===== src/rtl/pu_alu_sched_pkg.sv =====
// Shared types and constants for the pu_alu_sched ALU scheduler and its datapath.
// Supplies a default for PU_WIDTH_NBITS when the surrounding build does not define it.
`ifndef PU_WIDTH_NBITS
`define PU_WIDTH_NBITS 32
`endif

package pu_alu_sched_pkg;

  typedef enum logic {
    EMPTY = 1'b0,
    FULL  = 1'b1
  } out_state_e;

  localparam logic [2:0] F3_ADD  = 3'b000;
  localparam logic [2:0] F3_SLL  = 3'b001;
  localparam logic [2:0] F3_SLT  = 3'b010;
  localparam logic [2:0] F3_SLTU = 3'b011;
  localparam logic [2:0] F3_XOR  = 3'b100;
  localparam logic [2:0] F3_SRL  = 3'b101;
  localparam logic [2:0] F3_OR   = 3'b110;
  localparam logic [2:0] F3_AND  = 3'b111;

  localparam int FUNCT5_ALT = 3;
  localparam int STAT_CNT_W = 32;

  // Index width of a requester id; a single requester still gets one bit.
  function automatic int id_width(input int n);
    return (n > 1) ? $clog2(n) : 1;
  endfunction

endpackage


===== src/rtl/pu_alu_sched_if.sv =====
// Request/result bus between the PU issue stage, the ALU scheduler and writeback.
// The scheduler uses the slave modport; issue/collect logic uses master.
interface pu_alu_sched_if
  import pu_alu_sched_pkg::*;
#(
  parameter int REQ_NUM   = 4,
  parameter int IN_WIDTH  = `PU_WIDTH_NBITS,
  parameter int RF_WIDTH  = 32,
  parameter int OUT_WIDTH = `PU_WIDTH_NBITS,
  parameter int TAG_NBITS = 4,
  parameter int ID_W      = id_width(REQ_NUM)
);

  logic [REQ_NUM-1:0]           req_valid;
  logic [REQ_NUM-1:0]           req_ready;
  logic [REQ_NUM-1:0]           req_use_imm;
  logic [REQ_NUM*IN_WIDTH-1:0]  req_imm;
  logic [REQ_NUM*RF_WIDTH-1:0]  req_rs1;
  logic [REQ_NUM*RF_WIDTH-1:0]  req_rs2;
  logic [REQ_NUM*3-1:0]         req_funct3;
  logic [REQ_NUM*5-1:0]         req_funct5;
  logic [REQ_NUM*TAG_NBITS-1:0] req_tag;

  logic                 res_valid;
  logic                 res_ready;
  logic [OUT_WIDTH-1:0] res_alu;
  logic [ID_W-1:0]      res_id;
  logic [TAG_NBITS-1:0] res_tag;

  modport master (
    output req_valid, req_use_imm, req_imm, req_rs1, req_rs2,
           req_funct3, req_funct5, req_tag, res_ready,
    input  req_ready, res_valid, res_alu, res_id, res_tag
  );

  modport slave (
    input  req_valid, req_use_imm, req_imm, req_rs1, req_rs2,
           req_funct3, req_funct5, req_tag, res_ready,
    output req_ready, res_valid, res_alu, res_id, res_tag
  );

endinterface


===== src/rtl/pu_alu.sv =====
// Combinational PU ALU: add/sub, shifts, compares and bitwise ops selected by funct3,
// with alt selecting subtract or arithmetic right shift.
module pu_alu
  import pu_alu_sched_pkg::*;
#(
  parameter int WIDTH = 32
) (
  input  logic [WIDTH-1:0] a,
  input  logic [WIDTH-1:0] b,
  input  logic [2:0]       funct3,
  input  logic             alt,
  output logic [WIDTH-1:0] y
);

  localparam int SH_W = $clog2(WIDTH);

  logic [SH_W-1:0] shamt;
  assign shamt = b[SH_W-1:0];

  always_comb begin
    y = '0;
    case (funct3)
      F3_ADD:  y = alt ? (a - b) : (a + b);
      F3_SLL:  y = a << shamt;
      F3_SLT:  y = {{(WIDTH-1){1'b0}}, ($signed(a) < $signed(b))};
      F3_SLTU: y = {{(WIDTH-1){1'b0}}, (a < b)};
      F3_XOR:  y = a ^ b;
      F3_SRL: begin
        // Kept as an if so the signed operand is not demoted by a mixed ?: .
        if (alt) y = $signed(a) >>> shamt;
        else     y = a >> shamt;
      end
      F3_OR:   y = a | b;
      F3_AND:  y = a & b;
      default: y = '0;
    endcase
  end

endmodule


===== src/rtl/pu_alu_sched.sv =====
// Round-robin scheduler sharing one pu_alu among REQ_NUM requesters, with a one-entry
// valid/ready result register. Optional grant counters under PU_ALU_SCHED_STATS_EN.
//
//   state | meaning
//   EMPTY | no result held; any winning request is accepted
//   FULL  | result held on res_*; new request accepted only when res_ready
module pu_alu_sched
  import pu_alu_sched_pkg::*;
#(
  parameter int REQ_NUM   = 4,
  parameter int IN_WIDTH  = `PU_WIDTH_NBITS,
  parameter int RF_WIDTH  = 32,
  parameter int OUT_WIDTH = `PU_WIDTH_NBITS,
  parameter int TAG_NBITS = 4
) (
  input  logic clk,
  input  logic rstn,
  pu_alu_sched_if.slave bus
`ifdef PU_ALU_SCHED_STATS_EN
  ,
  input  logic                            stat_clr,
  output logic [REQ_NUM*STAT_CNT_W-1:0]   stat_gnt_cnt
`endif
);

  localparam int ID_W = id_width(REQ_NUM);

  out_state_e           state_q, state_d;
  logic [ID_W-1:0]      rr_ptr_q, rr_ptr_d;
  logic [OUT_WIDTH-1:0] res_alu_q, res_alu_d;
  logic [ID_W-1:0]      res_id_q, res_id_d;
  logic [TAG_NBITS-1:0] res_tag_q, res_tag_d;

  logic [REQ_NUM-1:0]   gnt;
  logic [REQ_NUM-1:0]   req_ready;
  logic [ID_W-1:0]      winner;
  logic                 found;
  logic                 accept;
  logic                 xfer;
  int                   idx;

  // Scan from rr_ptr upward, wrapping; first valid requester wins.
  always_comb begin
    gnt    = '0;
    winner = '0;
    found  = 1'b0;
    idx    = 0;
    for (int off = 0; off < REQ_NUM; off++) begin
      idx = int'(rr_ptr_q) + off;
      if (idx >= REQ_NUM) idx = idx - REQ_NUM;
      if (!found && bus.req_valid[idx]) begin
        found    = 1'b1;
        gnt[idx] = 1'b1;
        winner   = ID_W'(idx);
      end
    end
  end

  assign accept        = (state_q == EMPTY) | bus.res_ready;
  assign req_ready     = gnt & {REQ_NUM{accept & rstn}};
  assign xfer          = |(bus.req_valid & req_ready);
  assign bus.req_ready = req_ready;

  logic [IN_WIDTH-1:0]  sel_imm;
  logic [RF_WIDTH-1:0]  sel_rs1;
  logic [RF_WIDTH-1:0]  sel_rs2;
  logic [2:0]           sel_funct3;
  logic [4:0]           sel_funct5;
  logic [TAG_NBITS-1:0] sel_tag;
  logic                 sel_use_imm;

  always_comb begin
    sel_imm     = bus.req_imm[int'(winner)*IN_WIDTH +: IN_WIDTH];
    sel_rs1     = bus.req_rs1[int'(winner)*RF_WIDTH +: RF_WIDTH];
    sel_rs2     = bus.req_rs2[int'(winner)*RF_WIDTH +: RF_WIDTH];
    sel_funct3  = bus.req_funct3[int'(winner)*3 +: 3];
    sel_funct5  = bus.req_funct5[int'(winner)*5 +: 5];
    sel_tag     = bus.req_tag[int'(winner)*TAG_NBITS +: TAG_NBITS];
    sel_use_imm = bus.req_use_imm[winner];
  end

  // Only the alt bit of funct5 has meaning to this ALU.
  logic unused_funct5;
  assign unused_funct5 = ^sel_funct5;

  logic [RF_WIDTH-1:0] imm_ext;
  logic [RF_WIDTH-1:0] alu_b;
  logic [RF_WIDTH-1:0] alu_y;
  logic [OUT_WIDTH-1:0] alu_out;

  // Narrow immediates are sign-extended; wide ones keep their low bits.
  generate
    if (IN_WIDTH >= RF_WIDTH) begin : g_imm_trunc
      assign imm_ext = sel_imm[RF_WIDTH-1:0];
    end else begin : g_imm_sext
      assign imm_ext = {{(RF_WIDTH-IN_WIDTH){sel_imm[IN_WIDTH-1]}}, sel_imm};
    end
    if (OUT_WIDTH <= RF_WIDTH) begin : g_out_trunc
      assign alu_out = alu_y[OUT_WIDTH-1:0];
    end else begin : g_out_zext
      assign alu_out = {{(OUT_WIDTH-RF_WIDTH){1'b0}}, alu_y};
    end
  endgenerate

  assign alu_b = sel_use_imm ? imm_ext : sel_rs2;

  pu_alu #(
    .WIDTH (RF_WIDTH)
  ) u_alu (
    .a      (sel_rs1),
    .b      (alu_b),
    .funct3 (sel_funct3),
    .alt    (sel_funct5[FUNCT5_ALT]),
    .y      (alu_y)
  );

  always_comb begin
    state_d   = state_q;
    rr_ptr_d  = rr_ptr_q;
    res_alu_d = res_alu_q;
    res_id_d  = res_id_q;
    res_tag_d = res_tag_q;
    case (state_q)
      EMPTY:   if (xfer) state_d = FULL;
      FULL:    if (bus.res_ready && !xfer) state_d = EMPTY;
      default: state_d = EMPTY;
    endcase
    if (xfer) begin
      res_alu_d = alu_out;
      res_id_d  = winner;
      res_tag_d = sel_tag;
      rr_ptr_d  = (winner == ID_W'(REQ_NUM-1)) ? '0 : winner + 1'b1;
    end
  end

  always_ff @(posedge clk) begin
    if (!rstn) begin
      state_q   <= EMPTY;
      rr_ptr_q  <= '0;
      res_alu_q <= '0;
      res_id_q  <= '0;
      res_tag_q <= '0;
    end else begin
      state_q   <= state_d;
      rr_ptr_q  <= rr_ptr_d;
      res_alu_q <= res_alu_d;
      res_id_q  <= res_id_d;
      res_tag_q <= res_tag_d;
    end
  end

  assign bus.res_valid = (state_q == FULL);
  assign bus.res_alu   = res_alu_q;
  assign bus.res_id    = res_id_q;
  assign bus.res_tag   = res_tag_q;

`ifdef PU_ALU_SCHED_STATS_EN
  logic [STAT_CNT_W-1:0] cnt_q [REQ_NUM];
  logic [STAT_CNT_W-1:0] cnt_d [REQ_NUM];

  // Clear wins over a same-cycle grant.
  always_comb begin
    for (int i = 0; i < REQ_NUM; i++) begin
      cnt_d[i] = cnt_q[i];
      if (stat_clr)                              cnt_d[i] = '0;
      else if (bus.req_valid[i] && req_ready[i]) cnt_d[i] = cnt_q[i] + 1'b1;
    end
  end

  always_ff @(posedge clk) begin
    for (int i = 0; i < REQ_NUM; i++) begin
      if (!rstn) cnt_q[i] <= '0;
      else       cnt_q[i] <= cnt_d[i];
    end
  end

  always_comb begin
    stat_gnt_cnt = '0;
    for (int i = 0; i < REQ_NUM; i++) begin
      stat_gnt_cnt[i*STAT_CNT_W +: STAT_CNT_W] = cnt_q[i];
    end
  end
`endif

endmodule


===== src/flat_wrapper.sv =====
// flat-port wrapper written by rule: the top's interface ports become plain ports
module pu_alu_sched_flat import pu_alu_sched_pkg::*;
#(
  parameter int REQ_NUM   = 4,
  parameter int IN_WIDTH  = `PU_WIDTH_NBITS,
  parameter int RF_WIDTH  = 32,
  parameter int OUT_WIDTH = `PU_WIDTH_NBITS,
  parameter int TAG_NBITS = 4
)
  (clk, rstn, bus_req_valid, bus_req_use_imm, bus_req_imm, bus_req_rs1, bus_req_rs2, bus_req_funct3, bus_req_funct5, bus_req_tag, bus_res_ready, bus_req_ready, bus_res_valid, bus_res_alu, bus_res_id, bus_res_tag);
  pu_alu_sched_if #(.REQ_NUM(REQ_NUM), .IN_WIDTH(IN_WIDTH), .RF_WIDTH(RF_WIDTH), .OUT_WIDTH(OUT_WIDTH), .TAG_NBITS(TAG_NBITS)) bus_i ();
  input  logic clk;
  input  logic rstn;
  input wire logic [$bits(bus_i.req_valid)-1:0] bus_req_valid;
  input wire logic [$bits(bus_i.req_use_imm)-1:0] bus_req_use_imm;
  input wire logic [$bits(bus_i.req_imm)-1:0] bus_req_imm;
  input wire logic [$bits(bus_i.req_rs1)-1:0] bus_req_rs1;
  input wire logic [$bits(bus_i.req_rs2)-1:0] bus_req_rs2;
  input wire logic [$bits(bus_i.req_funct3)-1:0] bus_req_funct3;
  input wire logic [$bits(bus_i.req_funct5)-1:0] bus_req_funct5;
  input wire logic [$bits(bus_i.req_tag)-1:0] bus_req_tag;
  input wire logic [$bits(bus_i.res_ready)-1:0] bus_res_ready;
  output wire logic [$bits(bus_i.req_ready)-1:0] bus_req_ready;
  output wire logic [$bits(bus_i.res_valid)-1:0] bus_res_valid;
  output wire logic [$bits(bus_i.res_alu)-1:0] bus_res_alu;
  output wire logic [$bits(bus_i.res_id)-1:0] bus_res_id;
  output wire logic [$bits(bus_i.res_tag)-1:0] bus_res_tag;
  assign bus_i.req_valid = bus_req_valid;
  assign bus_i.req_use_imm = bus_req_use_imm;
  assign bus_i.req_imm = bus_req_imm;
  assign bus_i.req_rs1 = bus_req_rs1;
  assign bus_i.req_rs2 = bus_req_rs2;
  assign bus_i.req_funct3 = bus_req_funct3;
  assign bus_i.req_funct5 = bus_req_funct5;
  assign bus_i.req_tag = bus_req_tag;
  assign bus_i.res_ready = bus_res_ready;
  assign bus_req_ready = bus_i.req_ready;
  assign bus_res_valid = bus_i.res_valid;
  assign bus_res_alu = bus_i.res_alu;
  assign bus_res_id = bus_i.res_id;
  assign bus_res_tag = bus_i.res_tag;
  pu_alu_sched #(.REQ_NUM(REQ_NUM), .IN_WIDTH(IN_WIDTH), .RF_WIDTH(RF_WIDTH), .OUT_WIDTH(OUT_WIDTH), .TAG_NBITS(TAG_NBITS)) u_core (.clk(clk), .rstn(rstn), .bus(bus_i));
endmodule

===== config.mk =====
export PLATFORM = sky130hd
export DESIGN_NAME = pu_alu_sched_flat
export DESIGN_NICKNAME = d
export VERILOG_FILES = /design/src/rtl/pu_alu_sched_pkg.sv /design/src/rtl/pu_alu_sched_if.sv /design/src/rtl/pu_alu.sv /design/src/rtl/pu_alu_sched.sv /design/src/flat_wrapper.sv
export SDC_FILE = /design/constraint.sdc
export NUM_CORES = 1
export LEC_CHECK = 0
export ABC_CLOCK_PERIOD_IN_PS = 8690
export CAP_MARGIN = 25
export CORE_MARGIN = 1.5
export CORE_UTILIZATION = 40
export CTS_CLUSTER_DIAMETER = 150
export CTS_CLUSTER_SIZE = 25
export DETAILED_ROUTE_END_ITERATION = 12
export HOLD_SLACK_MARGIN = 0.06
export PLACE_DENSITY = 0.73
export SLEW_MARGIN = 20
export SYNTH_ARGS = -nofsm -noshare
export SYNTH_HDL_FRONTEND = slang
export SYNTH_SLANG_ARGS = --single-unit
export TNS_END_PERCENT = 30

===== constraint.sdc =====
create_clock -name clk -period 8.69 [get_ports clk]
set_input_delay 1.738 -clock clk [delete_from_list [all_inputs] [get_ports clk]]
set_output_delay 1.738 -clock clk [all_outputs]
set_load 0.01 [all_outputs]

# Word-level counts from Yosys, hierarchy flattened
# Index checks and enable logic that the tools add are counted.
dict set report word_totals {
  ff_bits 41
  inputBits 443
  output_inout_bits 43
  word_cells 119
}
dict set report op_classes {
  add_sub_neg 10
  multipliers 2
  n_lt_le_gt_ge 15
  n_eq_ne 8
  shifts 9
  n_mux 45
  bitwise_logic 11
  reduce_logical 14
}
# operator count
set op_table {}
lappend op_table {{128-bit by 8-bit variable part select with 32-bit output} 3}
lappend op_table {{32-bit one-hot mux with 8 select lines} 1}
lappend op_table {{32-bit two-way mux} 7}
lappend op_table {{32-bit by 1-bit greater-or-equal comparator with 1-bit output (second input constant)} 4}
lappend op_table {{32-bit by 4-bit less-than comparator with 1-bit output (second input constant)} 4}
lappend op_table {{32-bit by 4-bit greater-or-equal comparator with 1-bit output (second input constant)} 3}
lappend op_table {{32-bit by 4-bit subtractor with 32-bit output (second input constant)} 3}
lappend op_table {{32-bit less-than comparator} 2}
lappend op_table {{32-bit adder} 1}
lappend op_table {{32-bit bitwise AND} 1}
lappend op_table {{32-bit OR} 1}
lappend op_table {{12-bit by 32-bit variable part select with 3-bit output} 1}
lappend op_table {{20-bit by 32-bit variable part select with 4-bit output} 1}
lappend op_table {{32-bit by 5-bit << shifter with 32-bit output} 1}
lappend op_table {{32-bit by 5-bit right shift with 32-bit output} 1}
lappend op_table {{32-bit by 5-bit >>> shifter with 32-bit output} 1}
lappend op_table {{32-bit subtractor} 1}
lappend op_table {{32-bit XOR} 1}
lappend op_table {{1-bit two-way mux} 18}
lappend op_table {{4-bit two-way mux} 4}
lappend op_table {{16-bit by 5-bit variable part select with 4-bit output} 1}
lappend op_table {{3-bit == test (second input constant)} 4}
lappend op_table {{4-bit OR} 3}
lappend op_table {{1-bit binary-select mux with 2-bit select} 5}
lappend op_table {{22 further kinds} 42}

# Depth between registers and ports, before layout
dict set report depth {
  word_depth 22
  mapped_depth 34
  ltp_nobuf 26
}

# By module
# From an unflattened synthesis, not the netlist that was laid out.
dict set report hier_totals {
  cells_unflattened 1836
  area_unflattened_um2 14036.0
}
# module instances cells_each area_each_um2 seq_area_each_um2
set by_module_without_submodules {}
lappend by_module_without_submodules {pu_alu 1 1314 8712.1 0.0}
lappend by_module_without_submodules {pu_alu_sched 1 522 5323.9 820.8}

# Worst setup path after synthesis
# Ideal clock, no wire load.
dict set report synth_timing {
  path_type {input to register}
  from {input port bus_req_valid[2]}
  to {register u_core.res_alu_q[25], in the netlist u_core.bus.res_alu[25]}
  setup_ns 0.125
  arrival_ns 7.779
  t_required_ns 8.565
  setup_slack_ns 0.786
  stages 27
  path_buffers 8
  path_cell_list {mux4_2 -> buf_2 -> nor4b_2 -> a22o_2 -> buf_6 -> buf_6 -> buf_4 -> buf_4 -> mux2i_1 -> clkbuf_1 -> buf_1 -> nand2_1 -> nand3_1 -> nand3_1 -> o21ai_0 -> ha_1 -> clkbuf_1 -> a21o_1 -> or4_1 -> a311oi_1 -> o31ai_1 -> a2111oi_0 -> nor3_1 -> o21ai_0 -> xnor2_1 -> a211oi_1 -> a21oi_1}
}
dict set report synth_via {
  elab_chain_len 19
  elab_cells_between_ends 64
  cone_classes {2 x add/sub; 2 x mul; 7 x eq/ne; 8 x shift; 29 x mux; 8 x bitwise; 8 x reduce/logical}
}
# element line_no
set synth_rtl {}
lappend synth_rtl {{start, declared} flat_wrapper.sv:14} ;# input wire logic [$bits(bus_i.req_valid)-1:0] bus_req_valid;
lappend synth_rtl {{parallel branches: the longest is 19 deep, another holds 1-bit binary-select mux with 2-bit select} -}
lappend synth_rtl {{end signal, assigned} pu_alu_sched.sv:146} ;# res_alu_q <= res_alu_d;
lappend synth_rtl {{end, declared} pu_alu_sched.sv:30} ;# logic [OUT_WIDTH-1:0] res_alu_q, res_alu_d;
# Parallel ways; which one is timed is not known. The select of a mux whose other input is x is not followed.
# A chain may end at the register's enable or synchronous reset.

# Final worst setup path
dict set report layout_timing {
  from {input port bus_req_valid[2]}
  to {register u_core.res_alu_q[28], in the netlist u_core.bus.res_alu[28]}
}
# The elaborated chain is that of the path after synthesis.

==> impl_metrics.yaml <==
detailed_routing:
  drc: 0
  wl_per_cell_um: 23.3
  vias: 18400
  first_pass_iters: 9
  drt_iter0_drc: 2136
  vias_per_cell: 6.07
  final_antenna_net_count: 0
  wl_um: 70800
clocking:
  clockRootBuffer: "clkbuf_16"
  clk_pin_slew_worst_paths_ns: 0.06
  h-tree-depth: 2
  cts_buffers: 5
  tritoncts: "built"
  cts_hold_buf: 0
  clock_latency_ns: 0.29
  cts_setup_buffers: 0
  clkSinkCount: 41
  clk_path_buf_depth: 2
setup_path:
  cp-end-kind: "flop"
  required_ns: 8.87
  crit_arrival_ns: 8.47
  start_kind: "primary input"
  path_max_fanout: 8
  path_class: "in2reg"
synth:
  synthArstFlopShare: 0
  ys_seq_elements: 41
  syn-num-nets: 2697
  synth_edf_count: 0
  synth_ff_type: "dfxtp_1"
  syn_area_per_cell_sq_um: 6.36
  synth_cells: 2150
  netlist_area_sq_um: 13700
  ys_warn_count: 0
  ys_types: 86
  yosysSeqAreaShare: 0.0600
timing:
  period_needed_ns: 8.29
  tightest_slew_ns: 1.07
  finalSetupTns_ns: 0
  rsz0062_at_grt: "no"
  drv_slew: 0
  relSlewSlack: 0.286
  finalSetupViolCount: 0
  post-route-period-util: 0.954
  fmax_mhz: 121
  hold_viol_final: 0
  clock_skew_ns: 0.00860
min_path:
  hold_path.class: "reg2reg"
grt:
  grt_pass1_wl_um: 104000
  track_usage: 0.381
  grt_antenna_before_repair: 1
  grt_pass1_vias: 17600
  grt_overflow: 0
  grt_max_degree: 65
floorplan:
  ios: 486
  die_h_um: 188
  rows: 67
  core_area_sq_um: 33600
  dieArea_sq_um: 35300
  start_util: 0.407
  die_x_um: 188
finish:
  syn2layout_area_growth_pct: 42.2
  final_common_cell: "clkdlybuf4s50_1"
  final_cell_mix: "469 x clkdlybuf4s50_1, 381 x nand2_1, 205 x o21ai_0"
  fin_nets: 3130
  drive_gt1_frac: 0.0855
place:
  gp_congestion: 1.06
  port_buffers: 469
  dp.final_hpwl_um: 58100
job:
  maxCapViolCount: 0
run_status:
  status: "finished, final reports clean"
[per-layer routing]
layer,GRT usage,share of wire
met4,0.209,0.060
met5,0,0
met2,0.633,0.46
met1,0.475,0.40
met3,0.0528,0.085
[Yosys cell counts (21+ instances only)]
| cell type | count | area, sq um |
|---|---|---|
| a211oi_1 | 22 | 165 |
| a21oi_1 | 137 | 686 |
| a221oi_1 | 41 | 359 |
| a31oi_1 | 27 | 169 |
| buf_1 | 21 | 78.8 |
| buf_2 | 37 | 185 |
| clkbuf_1 | 97 | 364 |
| dfxtp_1 | 41 | 821 |
| ha_1 | 102 | 1280 |
| inv_1 | 98 | 368 |
| mux2_2 | 32 | 360 |
| mux2i_1 | 184 | 1840 |
| nand2_1 | 382 | 1430 |
| nand3_1 | 147 | 736 |
| nor2_1 | 182 | 683 |
| nor3_1 | 43 | 215 |
| o211ai_1 | 33 | 248 |
| o21a_1 | 21 | 158 |
| o21ai_0 | 207 | 1040 |
| xnor2_1 | 21 | 184 |
[state kept, by name (all words and copies together) (netlist names)]
signal,cells
u_core.bus.res_alu,32
u_core.bus.res_id,2
u_core.bus.res_tag,4
u_core.bus.res_valid,1
u_core.rr_ptr_q,2
[worst max-delay path, cell delays in order]
cell	delay (ns)
clkdlybuf4s50_1	0.54
mux4_2	0.59
o2111a_1	0.28
a311oi_2	0.35
nand3_2	0.20
mux2_4	0.40
mux2_4	0.34
o31ai_4	0.31
ha_1	0.30
nand2b_1	0.10
a2111oi_0	0.12
buf_4	0.15
o311ai_0	0.63
o2111ai_1	0.32
a221o_1	0.42
a211o_1	0.34
nand2_1	0.10
o21ai_0	0.09
a211oi_1	0.26
a21oi_1	0.09
xnor2_1	0.34
o221ai_1	0.18
o221a_2	0.26
[final timing paths]
| path | startpoint | cells past startpoint | slack, ns | end |
|---|---|---|---|---|
| worst max register to register | u_core.rr_ptr_q[0] | 27 | 1.17 | u_core.bus.res_alu[28] |
| worst min register to register | u_core.bus.res_tag[1] | 2 | 0.46 | u_core.bus.res_tag[1] |
| worst min-delay path | u_core.bus.res_tag[1] | 2 | 0.46 | u_core.bus.res_tag[1] |
| worst max-delay path | bus_req_valid[2] | 23 | 0.40 | u_core.bus.res_alu[28] |
[layout make-up]
type	count	area (sq um)
fillers	3272	14200
diodes	2	5.00
multi-input cells	1833	11800
flip-flops and latches	41	821
clock inverters	2	37.5
well taps	448	561
repair buffers	597	5730
inverters	105	399
clock buffers	6	139
[through the flow]
stage | cells | utilization | instance area, sq um | hold WS, ns | setup slack [ns]
floorplan | 2150 | - | 13700 | 0.485 | 0.786
global placement | 3024 | 0.573 | 19300 | 0.447 | 0.230
detailed placement | 3024 | 0.573 | 19300 | 0.457 | 0.137
CTS | 3032 | 0.578 | 19400 | 0.466 | 0.428
global route | 3033 | 0.578 | 19400 | 0.494 | 0.0171
finish | 3034 | 0.578 | 19400 | 0.461 | 0.396
[cells by family after synthesis]
group                    Yosys count  share of synthesized area
AND/OR/NAND/NOR                  829                      0.261
AO/OA/AOI/OAI                    646                      0.303
buffers and inverters            276                     0.0859
multiplexers                     227                      0.177
adder cells (fa/ha/maj)          104                     0.0962
flip-flops                        41                     0.0600
XOR/XNOR                          27                     0.0173
[repair_timing]
item | in CTS | in global routing
endpoints found under the setup margin | 0 | 2
endpoints found under the hold margin | 0 | 0
gates resized for setup | 0 | 2
Power is not shown: default switching activity piles up to over one toggle a cycle in this logic, so the estimate is an artifact.
